==> src/rtl/tlb_refill.sv <==
// TLB refill engine: walks a multi-level page table on a miss and writes the
// translated entry into the set-associative TLB, or pulses a fault.
module tlb_refill #(
   parameter int ADDR    = 64,
   parameter int PAGE    = 12,
   parameter int PCID_B  = 12,
   parameter int WAY     = 8,
   parameter int SET_NUM = 8,
   parameter int LEVELS  = 4,
   parameter int IDX_B   = 9,
   localparam int VPN_W  = ADDR - PAGE,
   localparam int SET_W  = $clog2(SET_NUM),
   localparam int WAY_W  = (WAY > 1) ? $clog2(WAY) : 1,
   localparam int TAG_W  = VPN_W - SET_W,
   localparam int LVL_W  = (LEVELS > 1) ? $clog2(LEVELS) : 1
) (
   input  logic              clk,
   input  logic              rst_n,
   input  logic              miss_valid,
   output logic              miss_ready,
   input  logic [VPN_W-1:0]  miss_vpn,
   input  logic [PCID_B-1:0] miss_pcid,
   input  logic [VPN_W-1:0]  ptbr,
   output logic              mem_req_valid,
   input  logic              mem_req_ready,
   output logic [ADDR-1:0]   mem_req_addr,
   input  logic              mem_resp_valid,
   input  logic [63:0]       mem_resp_data,
   output logic              fill_valid,
   output logic [SET_W-1:0]  fill_set,
   output logic [WAY_W-1:0]  fill_way,
   output logic [TAG_W-1:0]  fill_tag,
   output logic [PCID_B-1:0] fill_pcid,
   output logic [VPN_W-1:0]  fill_ppn,
   output logic              fault_valid,
   output logic [LVL_W-1:0]  fault_level,
   output logic              busy
);

   typedef enum logic [2:0] {S_IDLE, S_REQ, S_WAIT, S_FILL, S_FAULT} state_t;

   localparam logic [LVL_W-1:0] LVL_ONE  = LVL_W'(1);
   localparam logic [LVL_W-1:0] LVL_LAST = LVL_W'(LEVELS - 1);
   localparam logic [WAY_W-1:0] WAY_ONE  = WAY_W'(1);

   state_t              state_q, state_d;
   logic [LVL_W-1:0]    level_q, level_d;
   logic [VPN_W-1:0]    vpn_q, vpn_d;
   logic [PCID_B-1:0]   pcid_q, pcid_d;
   logic [VPN_W-1:0]    base_q, base_d;
   logic [VPN_W-1:0]    ppn_q, ppn_d;
   logic [SET_W-1:0]    set_q, set_d;
   logic [TAG_W-1:0]    tag_q, tag_d;
   logic [WAY_W-1:0]    way_q, way_d;
   logic [PCID_B-1:0]   fpcid_q, fpcid_d;
   logic [LVL_W-1:0]    flvl_q, flvl_d;
   logic [WAY_W-1:0]    rr_q [SET_NUM];
   logic                rr_inc;
   logic [IDX_B-1:0]    req_idx;
   logic [VPN_W-1:0]    pte_ppn;
   logic                unused_pte;

   assign pte_ppn = mem_resp_data[ADDR-1:PAGE];

   // Level 0 consumes the most-significant VPN index field.
   always_comb req_idx = IDX_B'(vpn_q >> (IDX_B * (LEVELS - 1 - int'(level_q))));

   assign mem_req_addr = {base_q, {PAGE{1'b0}}} + ADDR'({req_idx, 3'b000});

   if (ADDR < 64) begin : g_hi
      assign unused_pte = ^{mem_resp_data[63:ADDR], mem_resp_data[PAGE-1:2]};
   end else begin : g_nohi
      assign unused_pte = ^mem_resp_data[PAGE-1:2];
   end

   always_comb begin
      state_d       = state_q;
      level_d       = level_q;
      vpn_d         = vpn_q;
      pcid_d        = pcid_q;
      base_d        = base_q;
      ppn_d         = ppn_q;
      set_d         = set_q;
      tag_d         = tag_q;
      way_d         = way_q;
      fpcid_d       = fpcid_q;
      flvl_d        = flvl_q;
      rr_inc        = 1'b0;
      miss_ready    = 1'b0;
      mem_req_valid = 1'b0;
      fill_valid    = 1'b0;
      fault_valid   = 1'b0;
      unique case (state_q)
         S_IDLE: begin
            miss_ready = 1'b1;
            if (miss_valid) begin
               vpn_d   = miss_vpn;
               pcid_d  = miss_pcid;
               base_d  = ptbr;
               level_d = '0;
               state_d = S_REQ;
            end
         end
         S_REQ: begin
            mem_req_valid = 1'b1;
            if (mem_req_ready) state_d = S_WAIT;
         end
         S_WAIT: begin
            if (mem_resp_valid) begin
               if (!mem_resp_data[0]) begin
                  flvl_d  = level_q;
                  state_d = S_FAULT;
               end else if (mem_resp_data[1]) begin
                  // Fill fields are latched here so they hold after the strobe.
                  ppn_d   = pte_ppn;
                  set_d   = vpn_q[SET_W-1:0];
                  tag_d   = vpn_q[VPN_W-1:SET_W];
                  way_d   = rr_q[vpn_q[SET_W-1:0]];
                  fpcid_d = pcid_q;
                  rr_inc  = 1'b1;
                  state_d = S_FILL;
               end else if (level_q == LVL_LAST) begin
                  flvl_d  = level_q;
                  state_d = S_FAULT;
               end else begin
                  base_d  = pte_ppn;
                  level_d = level_q + LVL_ONE;
                  state_d = S_REQ;
               end
            end
         end
         S_FILL: begin
            fill_valid = 1'b1;
            state_d    = S_IDLE;
         end
         S_FAULT: begin
            fault_valid = 1'b1;
            state_d     = S_IDLE;
         end
         default: state_d = S_IDLE;
      endcase
   end

   always_ff @(posedge clk or negedge rst_n) begin
      if (!rst_n) begin
         state_q <= S_IDLE;
         level_q <= '0;
         vpn_q   <= '0;
         base_q  <= '0;
         ppn_q   <= '0;
         set_q   <= '0;
         tag_q   <= '0;
         way_q   <= '0;
         fpcid_q <= '0;
         flvl_q  <= '0;
      end else begin
         state_q <= state_d;
         level_q <= level_d;
         vpn_q   <= vpn_d;
         base_q  <= base_d;
         ppn_q   <= ppn_d;
         set_q   <= set_d;
         tag_q   <= tag_d;
         way_q   <= way_d;
         fpcid_q <= fpcid_d;
         flvl_q  <= flvl_d;
      end
   end

   always_ff @(posedge clk) pcid_q <= pcid_d;

   // Per-set victim pointer; WAY is a power of two so the add wraps naturally.
   always_ff @(posedge clk or negedge rst_n) begin
      if (!rst_n) begin
         for (int s = 0; s < SET_NUM; s++) rr_q[s] <= '0;
      end else if (rr_inc) begin
         rr_q[vpn_q[SET_W-1:0]] <= rr_q[vpn_q[SET_W-1:0]] + WAY_ONE;
      end
   end

   assign fill_set    = set_q;
   assign fill_way    = way_q;
   assign fill_tag    = tag_q;
   assign fill_pcid   = fpcid_q;
   assign fill_ppn    = ppn_q;
   assign fault_level = flvl_q;
   assign busy        = (state_q != S_IDLE);

endmodule

==> config.mk <==
export PLATFORM = sky130hd
export DESIGN_NAME = tlb_refill
export DESIGN_NICKNAME = d
export VERILOG_FILES = /design/src/rtl/tlb_refill.sv
export SDC_FILE = /design/constraint.sdc
export NUM_CORES = 1
export LEC_CHECK = 0
export CAP_MARGIN = 20
export CORE_UTILIZATION = 30
export CTS_CLUSTER_SIZE = 28
export DETAILED_ROUTE_END_ITERATION = 7
export SYNTH_ARGS = -nofsm -noshare
export SYNTH_HDL_FRONTEND = slang
export SYNTH_SLANG_ARGS = --single-unit
==> constraint.sdc <==
create_clock -name clk -period 3.7 [get_ports clk]
set_clock_uncertainty 0.05 [all_clocks]
set_input_delay 0.74 -clock clk [delete_from_list [all_inputs] [get_ports clk]]
set_output_delay 0.74 -clock clk [all_outputs]
set_load 0.01 [all_outputs]
* After elaboration in Yosys (flattened, before gate mapping)
Cells that the tools add are included.
** Word-level totals
- Bits in registers :: 266
** Cells by class
- $add $sub $neg :: 4
- $mul :: 1
- Order comparisons :: 2
- Equal/unequal tests :: 13
- Shift-type cells :: 1
- Muxes and demuxes :: 36
- Bitwise logic cells :: 1
- Reductions and logical operators :: 9
** Operators with widths (count)
- $mux 52 :: 5
- $pmux 52 s2 :: 1
- $add 64x12->64 :: 1
- $shr 52x32->9 :: 1
- $mux 3 :: 9
- $bwmux 24 :: 1
- $mux 2 :: 8
- $ne 2x2->1 const B :: 7
- $bmux 3 s3 :: 1
- $demux 3 s3 :: 1
- $pmux 3 s3 :: 1
- $mul 5x3->8 const A :: 1
- $mux 1 :: 8
- $reduce_and 4->1 :: 2
- $eq 3x2->1 const B :: 2
- $reduce_and 6->1 :: 1
- $ge 4x4->1 const B :: 1
- $lt 4x1->1 const B :: 1
- $not 3->4 :: 1
- $pmux 2 s2 :: 1
- $add 3x1->3 const B :: 1
- $eq 3x1->1 const B :: 1
- $eq 3x3->1 const B :: 1
- $logic_not 3->1 :: 1
- 9 further kinds :: 9

* Depth between registers and ports, before layout
- Depth in word-level cells :: 6
- Depth in mapped cells :: 8
- Gate-level depth less buffers :: 7

* Least setup slack after synthesis
OpenSTA, ideal clock, no wires.
- Path kind :: flip-flop to flip-flop
- Start :: reg vpn_q[0]
- End :: reg rr_q[13] (netlist name)
- Setup time :: 0.125 ns
- Arrival time :: 1.883 ns
- Slack :: 1.642 ns
- Stages on the path, launching flop included :: 6
- Buffers on the path :: 0
- Cell sequence :: dfrtp_1 mux4_2 mux2i_2 inv_1 ha_1 mux2_2
** Between the ends
- Longest elaborated chain between the ends :: 6
** RTL lines
- from (decl) :: line 48 : logic [VPN_W-1:0] vpn_q, vpn_d;
- from (signal assigned) :: line 159 : vpn_q <= vpn_d;
- $not 3->4 (implied by the code) (*) :: line 177 : rr_q[vpn_q[SET_W-1:0]] <= rr_q[vpn_q[SET_W-1:0]] + WAY_ONE;
- $bmux 3 s3, or another cell as far along :: line 177
- $mux 3 (implied by the code) / $logic_and 1x1->1 (equally long branches) :: line 177
- $mux 3 (implied by the code) :: line 177
- $add 3x1->3 / $demux 3 s3 (equally long branches) :: line 177
- $bwmux 24 (*) :: line 177
- to (signal, indexed assignment) :: line 177
- to (decl) :: line 57 : logic [WAY_W-1:0] rr_q [SET_NUM];
Mark *: on every way between the ends. The rest lies on a longest branch, timed or not. The select of a mux whose other input is x is not followed.
A chain may end at the register's enable or synchronous reset.

* Final worst setup path
- Start :: reg level_q[0]
- End :: out mem_req_addr[6]
** Between the ends
- Longest elaborated chain between the ends :: 4
** RTL lines
- from (decl) :: line 47 : logic [LVL_W-1:0] level_q, level_d;
- from (signal assigned) :: line 158 : level_q <= level_d;
- $sub 2x2->3 :: line 66 : always_comb req_idx = IDX_B'(vpn_q >> (IDX_B * (LEVELS - 1 - int'(level_q))));
- $mul 5x3->8 :: line 66
- $shr 52x32->9 :: line 66
- $add 64x12->64 :: line 68 : assign mem_req_addr = {base_q, {PAGE{1'b0}}} + ADDR'({req_idx, 3'b000});
- to (decl) :: line 26 : output logic [ADDR-1:0] mem_req_addr,
Every way passes these cells.

==> results.toml <==
[floorplanning]
die_w_um = 197
initial_core_util = 0.304
fp-row-count = 71
chipHeight_um = 197
floorplan.die_area_mm2 = 0.0388
core_mm2 = 0.0375
number_of_placed_i_o_pins = 375

[power_and_ir_drop]
vdd_drop_max_mv = 0.364
p_leak_nw = 7.42
sequential_power_share = 0.375
combPwrFrac = 0.396
power.net_switching_mw = 4.14
p_int_mw = 9.12
power.switching_fraction = 0.312
pwr-share-clk = 0.229
pwr_per_cell_area_mw_per_mm2 = 805

[logic_synthesis]
netlist_top_cells_count = "sky130_fd_sc_hd__nand2_1 (358), sky130_fd_sc_hd__dfrtp_1 (254), sky130_fd_sc_hd__mux2_2 (126)"
synth-compound-area-share = 0.00351
synth.yosys.seq_area_share = 0.589
synthMuxAreaShare = 0.220
yosys.area_share.adder = 0.00220
synth_top_family_by_area = "multiplexers"
mappedNetlistArea_mm2 = 0.0114
yosys.area.top_type_share = 0.558
synth-main-ff-cell = "sky130_fd_sc_hd__dfrtp_1"
syn-mean-instance-area_um2 = 12.1
most_common_cell_in_the_synthesized_netlist = "sky130_fd_sc_hd__nand2_1"
synthXorXnorAreaFrac = 0.00615
synth.ff_latch_count = 266
async_set_or_reset_register_ratio_after_synthesis = 0.955
yosysWarningCount = 0
yosys.area.top_type = "sky130_fd_sc_hd__dfrtp_1"
netlist_top_cells_area = "sky130_fd_sc_hd__dfrtp_1 (56%), sky130_fd_sc_hd__mux2_2 (12%), sky130_fd_sc_hd__nand2_1 (12%), sky130_fd_sc_hd__mux2_4 (5.3%), sky130_fd_sc_hd__edfxtp_1 (3.2%)"
synth-edff-count = 12
synth_cell_type_count = 41
count_of_mapped_cells_out_of_synthesis = 939
synth-simple-area-share = 0.140

[setup_path]
crit-reg2reg-launch = "vpn_q[0]"
crit_chain = "mux4_2 -> clkdlybuf4s50_1"
required_ns = 2.91
worst_r2r_path_depth = 5
cp.buffers_inverters = 1
ff2ff_setup_slack_ns = 0.98
worst_path_arrival_ns = 2.54
rr_endpoint = "rr_q[13]"
critical-path-top-delay-family = "flip-flops"
crit_type = "flop to primary output"
timing.critical_path.to_type = "primary output"
crit_path_max_incr_delay_ns = 0.85
setup.worst_path.start_class = "flop"
critical_path_peak_fanout = 12
timing.critical_path.slowest_stage_cell = "sky130_fd_sc_hd__dfrtp_1"

[sta]
setup_tns_ns = 0
fmaxAchievable_ghz = 0.300
slew_violations = 0
hold_viol_final = 0
final_min_period_over_clock_period = 0.900
timing.slew.headroom = 0.447
setup_viol = 0
worst_slew_pin_slew_ns = 0.830
layout_min_cycle_time_ns = 3.33
setup_repair_after_global_routing_missed_its_margin = "no"

[placement]
placement.io_buffers = 361
finalWeightedCongestion = 0.743
detailedPlacementHpwl_um = 21900

[clock_network]
cts_hold_buf = 0
clk_pin_slew_worst_paths_ns = 0.06
cts.sink_count = 266
latest_clock_arrival_within_the_worst_skew_pair_ns = 0.56
cts.repair.resized = 0
number_of_buffers_added_by_the_clock_tree_synthesis_step = 31
h-tree-depth = 1
clock_tree_from_tritoncts = "built"
post-cts-setup-buffer-count = 0
root_buffer = "sky130_fd_sc_hd__clkbuf_16"
ctsLongestPathBuffers = 3

[final_layout]
syn_to_final_growth_pct = 44.6
multi_input_area_mm2 = 0.00427
fillCellCount = 3557
insertedDiodeCount = 0
register_area_mm2 = 0.00672
fin_util = 0.440
post_route_cells_drive_above_1_share = 0.195
nNetsFinal = 1480

[global_route]
first_pass_grt_wire_length_um = 49700
groute.layer.met3.usage = 0.0529
antenna_found_initial = 1
global_route.overflow_total = 0
via_count_of_the_first_global_routing_pass = 8627
met1_use_gr = 0.215
grt_start_max_net_pins = 97
global_route.peak_usage_layer = "met2"
groute.usage.overall = 0.164
use_met2 = 0.264

[route]
wire_per_inst_um = 17.5
drt-vias-per-instance = 4.41
number_of_vias_in_the_routed_layout = 8070
final_antenna_net_count = 0
route.final.wire_length_um = 31900
detail_route.first_pass.iterations = 4
drtIter0Drc = 195
remaining_design_rule_violation_count = 0

[worst_hold_path]
holdCritPathClass = "input port to async pin"

[job]
max_cap_viols = 0

[outcome]
status = "completed"
layout make-up:
| type | instances | area share |
|---|---|---|
| Sequential cell | 266 | 0.408 |
| Multi-Input combinational cell | 613 | 0.259 |
| Timing Repair Buffer | 376 | 0.232 |
| Clock buffer | 49 | 0.0578 |
| Tap cell | 511 | 0.0388 |
| Clock inverter | 8 | 0.00418 |
| Inverter | 5 | 0.00114 |
sequential cells by signal, summed over array words and instances (netlist names):
| name | flops |
|---|---|
| pcid_q | 12 |
| level_q | 2 |
| fill_tag | 49 |
| rr_q | 24 |
| fill_way | 3 |
| fill_pcid | 12 |
| fault_level | 2 |
| base_q | 52 |
| vpn_q | 52 |
| fill_ppn | 52 |
| fill_set | 3 |
| state_q | 3 |
power groups by stage:
stage	logic, mW	registers (mW)	clock network [mW]
after global routing	5.66	5.16	3.26
after floorplan	2.44	5.18	0
final	5.25	4.98	3.04
after detailed placement	5.32	5.03	0
after global placement	5.30	4.98	0
after CTS	5.35	5.00	3.14
cells in the final DEF, fill, tap and decap left out, drive strengths merged, types with 5 or more instances in the layout:
cell	Yosys	routed
inv	5	5
clkdlybuf4s50	0	360
dfrtp	254	254
mux2	175	175
nor3	6	6
clkinv	0	7
mux4	15	15
edfxtp	12	12
and3	5	5
buf	50	16
nand2	358	358
clkbuf	7	49
or3	6	6
nand3	6	6
cell families (layout without fill, tap and decap cells):
group           Yosys count  count (layout)
compound gates            8               8
mux                     194             194
fa+ha+maj                 2               2
buf+inv                  62             438
flops                   266             266
other cells               1               3
simple gates            398             398
xor+xnor                  8               8
worst reg2reg max path, delay by kind of cell (launching register included):
family | cells | cell delay, ns
mux | 3 | 1.35
fa+ha+maj | 1 | 0.42
flops | 1 | 0.69
buf+inv | 1 | 0.10
how the worst max path moves through the flow:
stage	startpoint	to	slack (ns)	depth (start not counted)
5_1_grt	level_q[0]	mem_req_addr[3]	0.20	2
3_3_place_gp	mem_resp_valid	base_q[10]	0.74	6
6_report	level_q[0]	mem_req_addr[6]	0.37	2
2_1_floorplan	vpn_q[0]	rr_q[13]	1.64	5
3_5_place_dp	mem_resp_valid	base_q[43]	0.70	6
4_1_cts	level_q[0]	mem_req_addr[6]	0.27	2
per-layer routing:
layer,up-vias,wire length (um)
met2,237,14700
met3,38,2430
li1,3802,-
met4,0,514
met5,-,0
met1,3993,14300
through the flow:
step           hold slack [ns]  setup WS, ns  power (mW)  instances  instance area (um^2)
2_1_floorplan            0.365          1.64        7.62        941                 11400
3_3_place_gp             0.371         0.738        10.3       1771                 15500
3_5_place_dp             0.371         0.703        10.4       1771                 15500
4_1_cts                  0.191         0.267        13.5       1828                 16500
5_1_grt                  0.211         0.205        14.1       1828                 16500
6_report                 0.182         0.371        13.3       1828                 16500
(Power assumes the default switching activity.)
==> variant 1: new RTL, same flow settings <==
Reset style: synchronous (`rst_n`), changed in 2 clocked blocks.
--- a/src/rtl/tlb_refill.sv
+++ b/src/rtl/tlb_refill.sv
@@ -141,7 +141,7 @@
       endcase
    end
 
-   always_ff @(posedge clk or negedge rst_n) begin
+   always_ff @(posedge clk) begin
       if (!rst_n) begin
          state_q <= S_IDLE;
          level_q <= '0;
@@ -170,7 +170,7 @@
    always_ff @(posedge clk) pcid_q <= pcid_d;
 
    // Per-set victim pointer; WAY is a power of two so the add wraps naturally.
-   always_ff @(posedge clk or negedge rst_n) begin
+   always_ff @(posedge clk) begin
       if (!rst_n) begin
          for (int s = 0; s < SET_NUM; s++) rr_q[s] <= '0;
       end else if (rr_inc) begin
Function: differs if rst_n is asserted again (counterexample within 4 cycles, from zero or initial values and one cycle with rst_n low); with rst_n held inactive, the same outputs for 4 cycles.
==> variant 1 against the original RTL <==
Wire length grew 3.4%. Synthesized cell count grew 21%. Worst setup slack lost 0.068 ns. Synthesized area shrank 5.0%. Final area shrank 3.8%. Maximum frequency shrank 2.0%. First-iteration DRC count grew 67%. Sequential share of layout area shrank 4.5 points. Sequential cell count grew 3. Critical endpoint is now mem_req_addr[7]. Highest routed layer is now met5.
Power is not compared: it rests on default switching activity, and its combinational part moved more than twofold at a synthesized area within 25%.
==> variant 1: results (changes against the original RTL) <==
<table>
<tr><th>Metric</th><th>Value</th></tr>
<tr><th colspan="2">Drt</th></tr>
<tr><td>Average routed wire per standard cell</td><td>17.0 µm (-2.8%)</td></tr>
<tr><td>Vias</td><td>8967 (+11%)</td></tr>
<tr><td>First-pass DRT Iterations</td><td>5 (+1)</td></tr>
<tr><td>Initial detailed-routing violation count</td><td>325 (+67%)</td></tr>
<tr><th colspan="2">Global route</th></tr>
<tr><td>Gr usage total</td><td>17.4% (+1.0 points)</td></tr>
<tr><td>First-pass GRT wire length</td><td>50400 µm (+1.4%)</td></tr>
<tr><td>Number of antenna violations at the first check in global routing</td><td>1 (unchanged)</td></tr>
<tr><td>Largest net degree at the start of global routing</td><td>100 (+3.1%)</td></tr>
<tr><td>Number of global-route vias before repair</td><td>8879 (+2.9%)</td></tr>
<tr><th colspan="2">Timing</th></tr>
<tr><td>Relative max-transition margin</td><td>41.4% (-3.3 points)</td></tr>
<tr><th colspan="2">Placed design</th></tr>
<tr><td>Worst slack at placement</td><td>0.680 ns (-0.0221 ns)</td></tr>
<tr><td>Sum of net half-perimeters after detailed placement</td><td>22500 µm (+3.2%)</td></tr>
<tr><td>Final RePlAce weighted congestion</td><td>0.801 (+7.8%)</td></tr>
<tr><th colspan="2">Critical path</th></tr>
<tr><td>Peak fanout along the critical path</td><td>13 (+1)</td></tr>
<tr><td>Worst endpoint data arrival time</td><td>2.61 ns (+0.07 ns)</td></tr>
<tr><th colspan="2">Synth</th></tr>
<tr><td>Ys async rst share</td><td>0% (-95 points)</td></tr>
<tr><td>Post-synth top cells</td><td>401 x sky130_fd_sc_hd__nand2_1, 233 x sky130_fd_sc_hd__dfxtp_1, 168 x sky130_fd_sc_hd__a21boi_0</td></tr>
<tr><td>Top post-synthesis cells by area</td><td>sky130_fd_sc_hd__dfxtp_1 43%, sky130_fd_sc_hd__nand2_1 14%, sky130_fd_sc_hd__a21boi_0 12%</td></tr>
<tr><td>Top flip-flop cell by instance count after synthesis</td><td>sky130_fd_sc_hd__dfxtp_1</td></tr>
<tr><td>Sequential cell area fraction in the yosys report</td><td>53.0% (-5.9 points)</td></tr>
<tr><td>Number of distinct library cells after synthesis</td><td>39 (-4.9%)</td></tr>
<tr><td>Number of flops mapped to enable cells by yosys</td><td>36 (+24)</td></tr>
<tr><th colspan="2">Layout</th></tr>
<tr><td>NumNets Final</td><td>1645 (+11%)</td></tr>
<tr><td>Fraction of layout cells with a size suffix above 1</td><td>6.00% (-14 points)</td></tr>
<tr><td>Filler cell count in the final layout</td><td>3468 (-2.5%)</td></tr>
<tr><th colspan="2">Outcome</th></tr>
<tr><td>Run status</td><td>finished clean</td></tr>
<tr><th colspan="2">Clock network</th></tr>
<tr><td>Post-CTS setup buffers</td><td>0 (unchanged)</td></tr>
<tr><td>Root buffer cell</td><td>sky130_fd_sc_hd__clkbuf_16</td></tr>
<tr><th colspan="2">Hold path</th></tr>
<tr><td>Min-Delay Path Class</td><td>flop to flop</td></tr>
<tr><th colspan="2">Power and ir drop</th></tr>
<tr><td>Maximum VDD drop</td><td>330 µV</td></tr>
</table>
## variant 1: changes by cell type in the layout (fill, tap and decap cells not counted), sizes merged, moves of 52 or more
cell    unedited run  this run
mux2             175         1
o211a              0        52
dfrtp            254         0
a21boi             0       170
dfxtp              0       233
mux2i              4        57
## variant 1: per-stage QoR
| stage | utilization (%) | instance area (µm²) | instances | power, mW |
|---|---|---|---|---|
| floorplan | - | 10800 | 1138 | 4.15 |
| global placement | 41.7 | 14800 | 1886 | 4.91 |
| detailed placement | 41.7 | 14800 | 1886 | 4.93 |
| CTS | 44.5 | 15800 | 1944 | 7.94 |
| global route | 44.5 | 15800 | 1944 | 8.18 |
| finish | 44.6 | 15800 | 1945 | 7.80 |
## variant 1: final cells by class
class                   instances  area, µm²  share of cell area [%]
diodes                          1       2.50                  0.0158
clock buffers                  42        887                    5.60
clock inverters                16        111                   0.703
inverters                       6       22.5                   0.142
multi-input cells             774       4700                    29.7
flip-flops and latches        269       5750                    36.3
well taps                     461        577                    3.64
repair buffers                376       3800                    24.0
## variant 1: metal layers
layer  vias to the layer above  wire, µm  part of all wire, %  global-route usage [%]
met2                       270     15400                   47                    29.5
met1                      4172     13700                   42                    21.0
met5                         -        13                0.039                       0
met3                        53      3170                  9.6                    5.83
met4                         2       733                  2.2                    4.69
li1                       4470         -                    -                       -
## variant 1: final timing paths
path               from         endpoint  slack [ns]  depth (start not counted)
max          level_q[0]  mem_req_addr[7]        0.30                          2
min           vpn_q[37]     fill_tag[34]        0.41                          2
max reg2reg  level_q[0]       base_q[18]        1.04                          6
min reg2reg   vpn_q[37]     fill_tag[34]        0.41                          2
## variant 1: cell families (layout without fill, tap and decap cells)
family	after synthesis	in the layout	synth area share, %
and+or+nand+nor	462	462	16.9
xor gates and xnor gates	1	1	0.150
adders and majority gates	2	2	0.231
other	1	4	0.0346
buffers and inverters	95	440	3.93
DFF	269	269	53.0
muxes	73	73	8.49
AOI/OAI and AO/OA	233	233	17.3
## variant 1: where the power goes
part	internal (mW)	leakage (nW)	switching, mW
Sequential	3.20	2.26	0.156
Combinational	0.776	3.22	0.707
Clock	1.74	0.495	1.23
Total	5.71	5.97	2.09
## variant 1: critical path, stage by stage, from the launching register on
cell and delay (ns):
sky130_fd_sc_hd__dfxtp_1 0.89, sky130_fd_sc_hd__mux4_2 0.62, sky130_fd_sc_hd__clkdlybuf4s50_1 0.52
==> variant 2: new RTL, same flow settings <==
Without the edit above. Change the parameter `IDX_B` from 9 to 8.
--- a/src/rtl/tlb_refill.sv
+++ b/src/rtl/tlb_refill.sv
@@ -7,7 +7,7 @@
    parameter int WAY     = 8,
    parameter int SET_NUM = 8,
    parameter int LEVELS  = 4,
-   parameter int IDX_B   = 9,
+   parameter int IDX_B   = 8,
    localparam int VPN_W  = ADDR - PAGE,
    localparam int SET_W  = $clog2(SET_NUM),
    localparam int WAY_W  = (WAY > 1) ? $clog2(WAY) : 1,
Check against the original RTL: not equivalent (Yosys sat finds a counterexample within 4 cycles, from zero or initial values and one cycle with rst_n low).
==> variant 2 against the original RTL <==
Hold slack got worse by 0.12 ns. Final area decreased by 1.1%. Combinational power decreased by 5.0%. Critical endpoint is now mem_req_addr[4]. Worst setup slack improved by 0.087 ns. Synthesized area decreased by 1.6%. Power decreased by 2.1%. Global-route usage increased by 0.32 points. Synthesized cell count decreased by 0.32%. Wire length decreased by 0.65%. Final cell count decreased by 2.4%. Sequential cell count unchanged.
==> variant 2: results (changes against the original RTL) <==
<table>
<tr><th>Metric</th><th>Value</th></tr>
<tr><th colspan="2">Layout</th></tr>
<tr><td>Clock buf/inv share</td><td>6.31% (+0.11 points)</td></tr>
<tr><td>Non-clock inverter instance count of the final layout</td><td>7 (+2)</td></tr>
<tr><td>Fraction of layout cells with a size suffix above 1</td><td>20.1% (+0.55 points)</td></tr>
<tr><td>Layout non-clock buf frac</td><td>23.5% (+0.29 points)</td></tr>
<tr><td>Multi-input gate share of total cell area</td><td>25.3% (-0.62 points)</td></tr>
<tr><td>Flip-flop and latch share of the layout cell area</td><td>41.2% (+0.46 points)</td></tr>
<tr><td>Count of clock-net buffers in the final layout</td><td>46 (-6.1%)</td></tr>
<tr><th colspan="2">Global route</th></tr>
<tr><td>First-pass GRT wire length</td><td>50000 µm (+0.64%)</td></tr>
<tr><td>Met2 track demand over resource</td><td>27.7% (+1.3 points)</td></tr>
<tr><td>GR Layer Usage met1</td><td>21.9% (+0.35 points)</td></tr>
<tr><td>Number of antenna violations at the first check in global routing</td><td>0 (-1)</td></tr>
<tr><td>Largest net degree at the start of global routing</td><td>79 (-19%)</td></tr>
<tr><th colspan="2">Placed design</th></tr>
<tr><td>Number of input and output port buffers inserted</td><td>360 (-0.28%)</td></tr>
<tr><td>Final RePlAce weighted congestion</td><td>0.775 (+4.3%)</td></tr>
<tr><td>Sum of net half-perimeters after detailed placement</td><td>21700 µm (-0.59%)</td></tr>
<tr><th colspan="2">Drt</th></tr>
<tr><td>Sum of met3 wire segment lengths after detailed routing</td><td>2030 µm (-17%)</td></tr>
<tr><td>Met1 Wirelength</td><td>14000 µm (-2.3%)</td></tr>
<tr><td>Initial detailed-routing violation count</td><td>285 (+46%)</td></tr>
<tr><td>Drt total wl</td><td>31700 µm (-0.65%)</td></tr>
<tr><td>Total length of routed met2 wires</td><td>15000 µm (+2.5%)</td></tr>
<tr><th colspan="2">Synth</th></tr>
<tr><td>Top post-synthesis cells by area</td><td>sky130_fd_sc_hd__dfrtp_1 57%, sky130_fd_sc_hd__mux2_2 17%, sky130_fd_sc_hd__nand2_1 12%</td></tr>
<tr><td>Sequential cell area fraction in the yosys report</td><td>59.9% (+0.94 points)</td></tr>
<tr><th colspan="2">Critical path</th></tr>
<tr><td>Slowest Stage Delay on Critical Path</td><td>0.76 ns (-0.09 ns)</td></tr>
<tr><th colspan="2">Outcome</th></tr>
<tr><td>Run status</td><td>finished clean</td></tr>
<tr><th colspan="2">Power and ir drop</th></tr>
<tr><td>NetSw</td><td>4.06 mW (-2.0%)</td></tr>
</table>
## variant 2: power groups by stage
stage / Sequential, mW / Clock (mW) / Combinational [mW]
CTS: 4.93 / 3.19 / 5.07
finish: 4.90 / 3.09 / 4.99
global route: 5.09 / 3.29 / 5.37
floorplan: 5.11 / 0 / 2.17
global placement: 4.93 / 0 / 5.00
detailed placement: 4.97 / 0 / 5.05
## variant 2: critical path, delay by kind of cell (launching register included)
| kind | cells | cell delay [ns] |
|---|---|---|
| muxes | 1 | 0.59 |
| DFF | 1 | 0.76 |
| buffers and inverters | 1 | 0.53 |
## variant 2: metrics by stage
step	hold WS, ns	power [mW]	cells	worst slack [ns]
6_report	0.0604	13.0	1784	0.458
5_1_grt	0.0782	13.8	1784	0.316
4_1_cts	0.0572	13.2	1784	0.354
3_5_place_dp	0.372	10.0	1728	0.850
3_3_place_gp	0.369	9.93	1728	0.883
2_1_floorplan	0.365	7.28	939	1.45
## variant 2: kinds of logic after synthesis
group	share of synthesized area, %
other	0.0334
AOI/OAI and AO/OA	0.413
muxes	20.8
adders and majority gates	0.223
DFF	59.9
and+or+nand+nor	14.4
buffers and inverters	3.62
xor gates and xnor gates	0.625
## variant 2: path summary, 6_finish.rpt
| path | start | end | slack (ns) | cells after the start |
|---|---|---|---|---|
| setup / recovery | level_q[0] | mem_req_addr[4] | 0.46 | 2 |
| hold / removal | rst_n | fill_pcid[11] | 0.06 | 1 |
| min in group clk | pcid_q[9] | fill_pcid[9] | 0.38 | 2 |
| max in group asynchronous | rst_n | base_q[35] | 2.67 | 2 |
| hold reg to reg | pcid_q[9] | fill_pcid[9] | 0.38 | 2 |
| setup reg to reg | level_q[0] | base_q[11] | 1.07 | 6 |
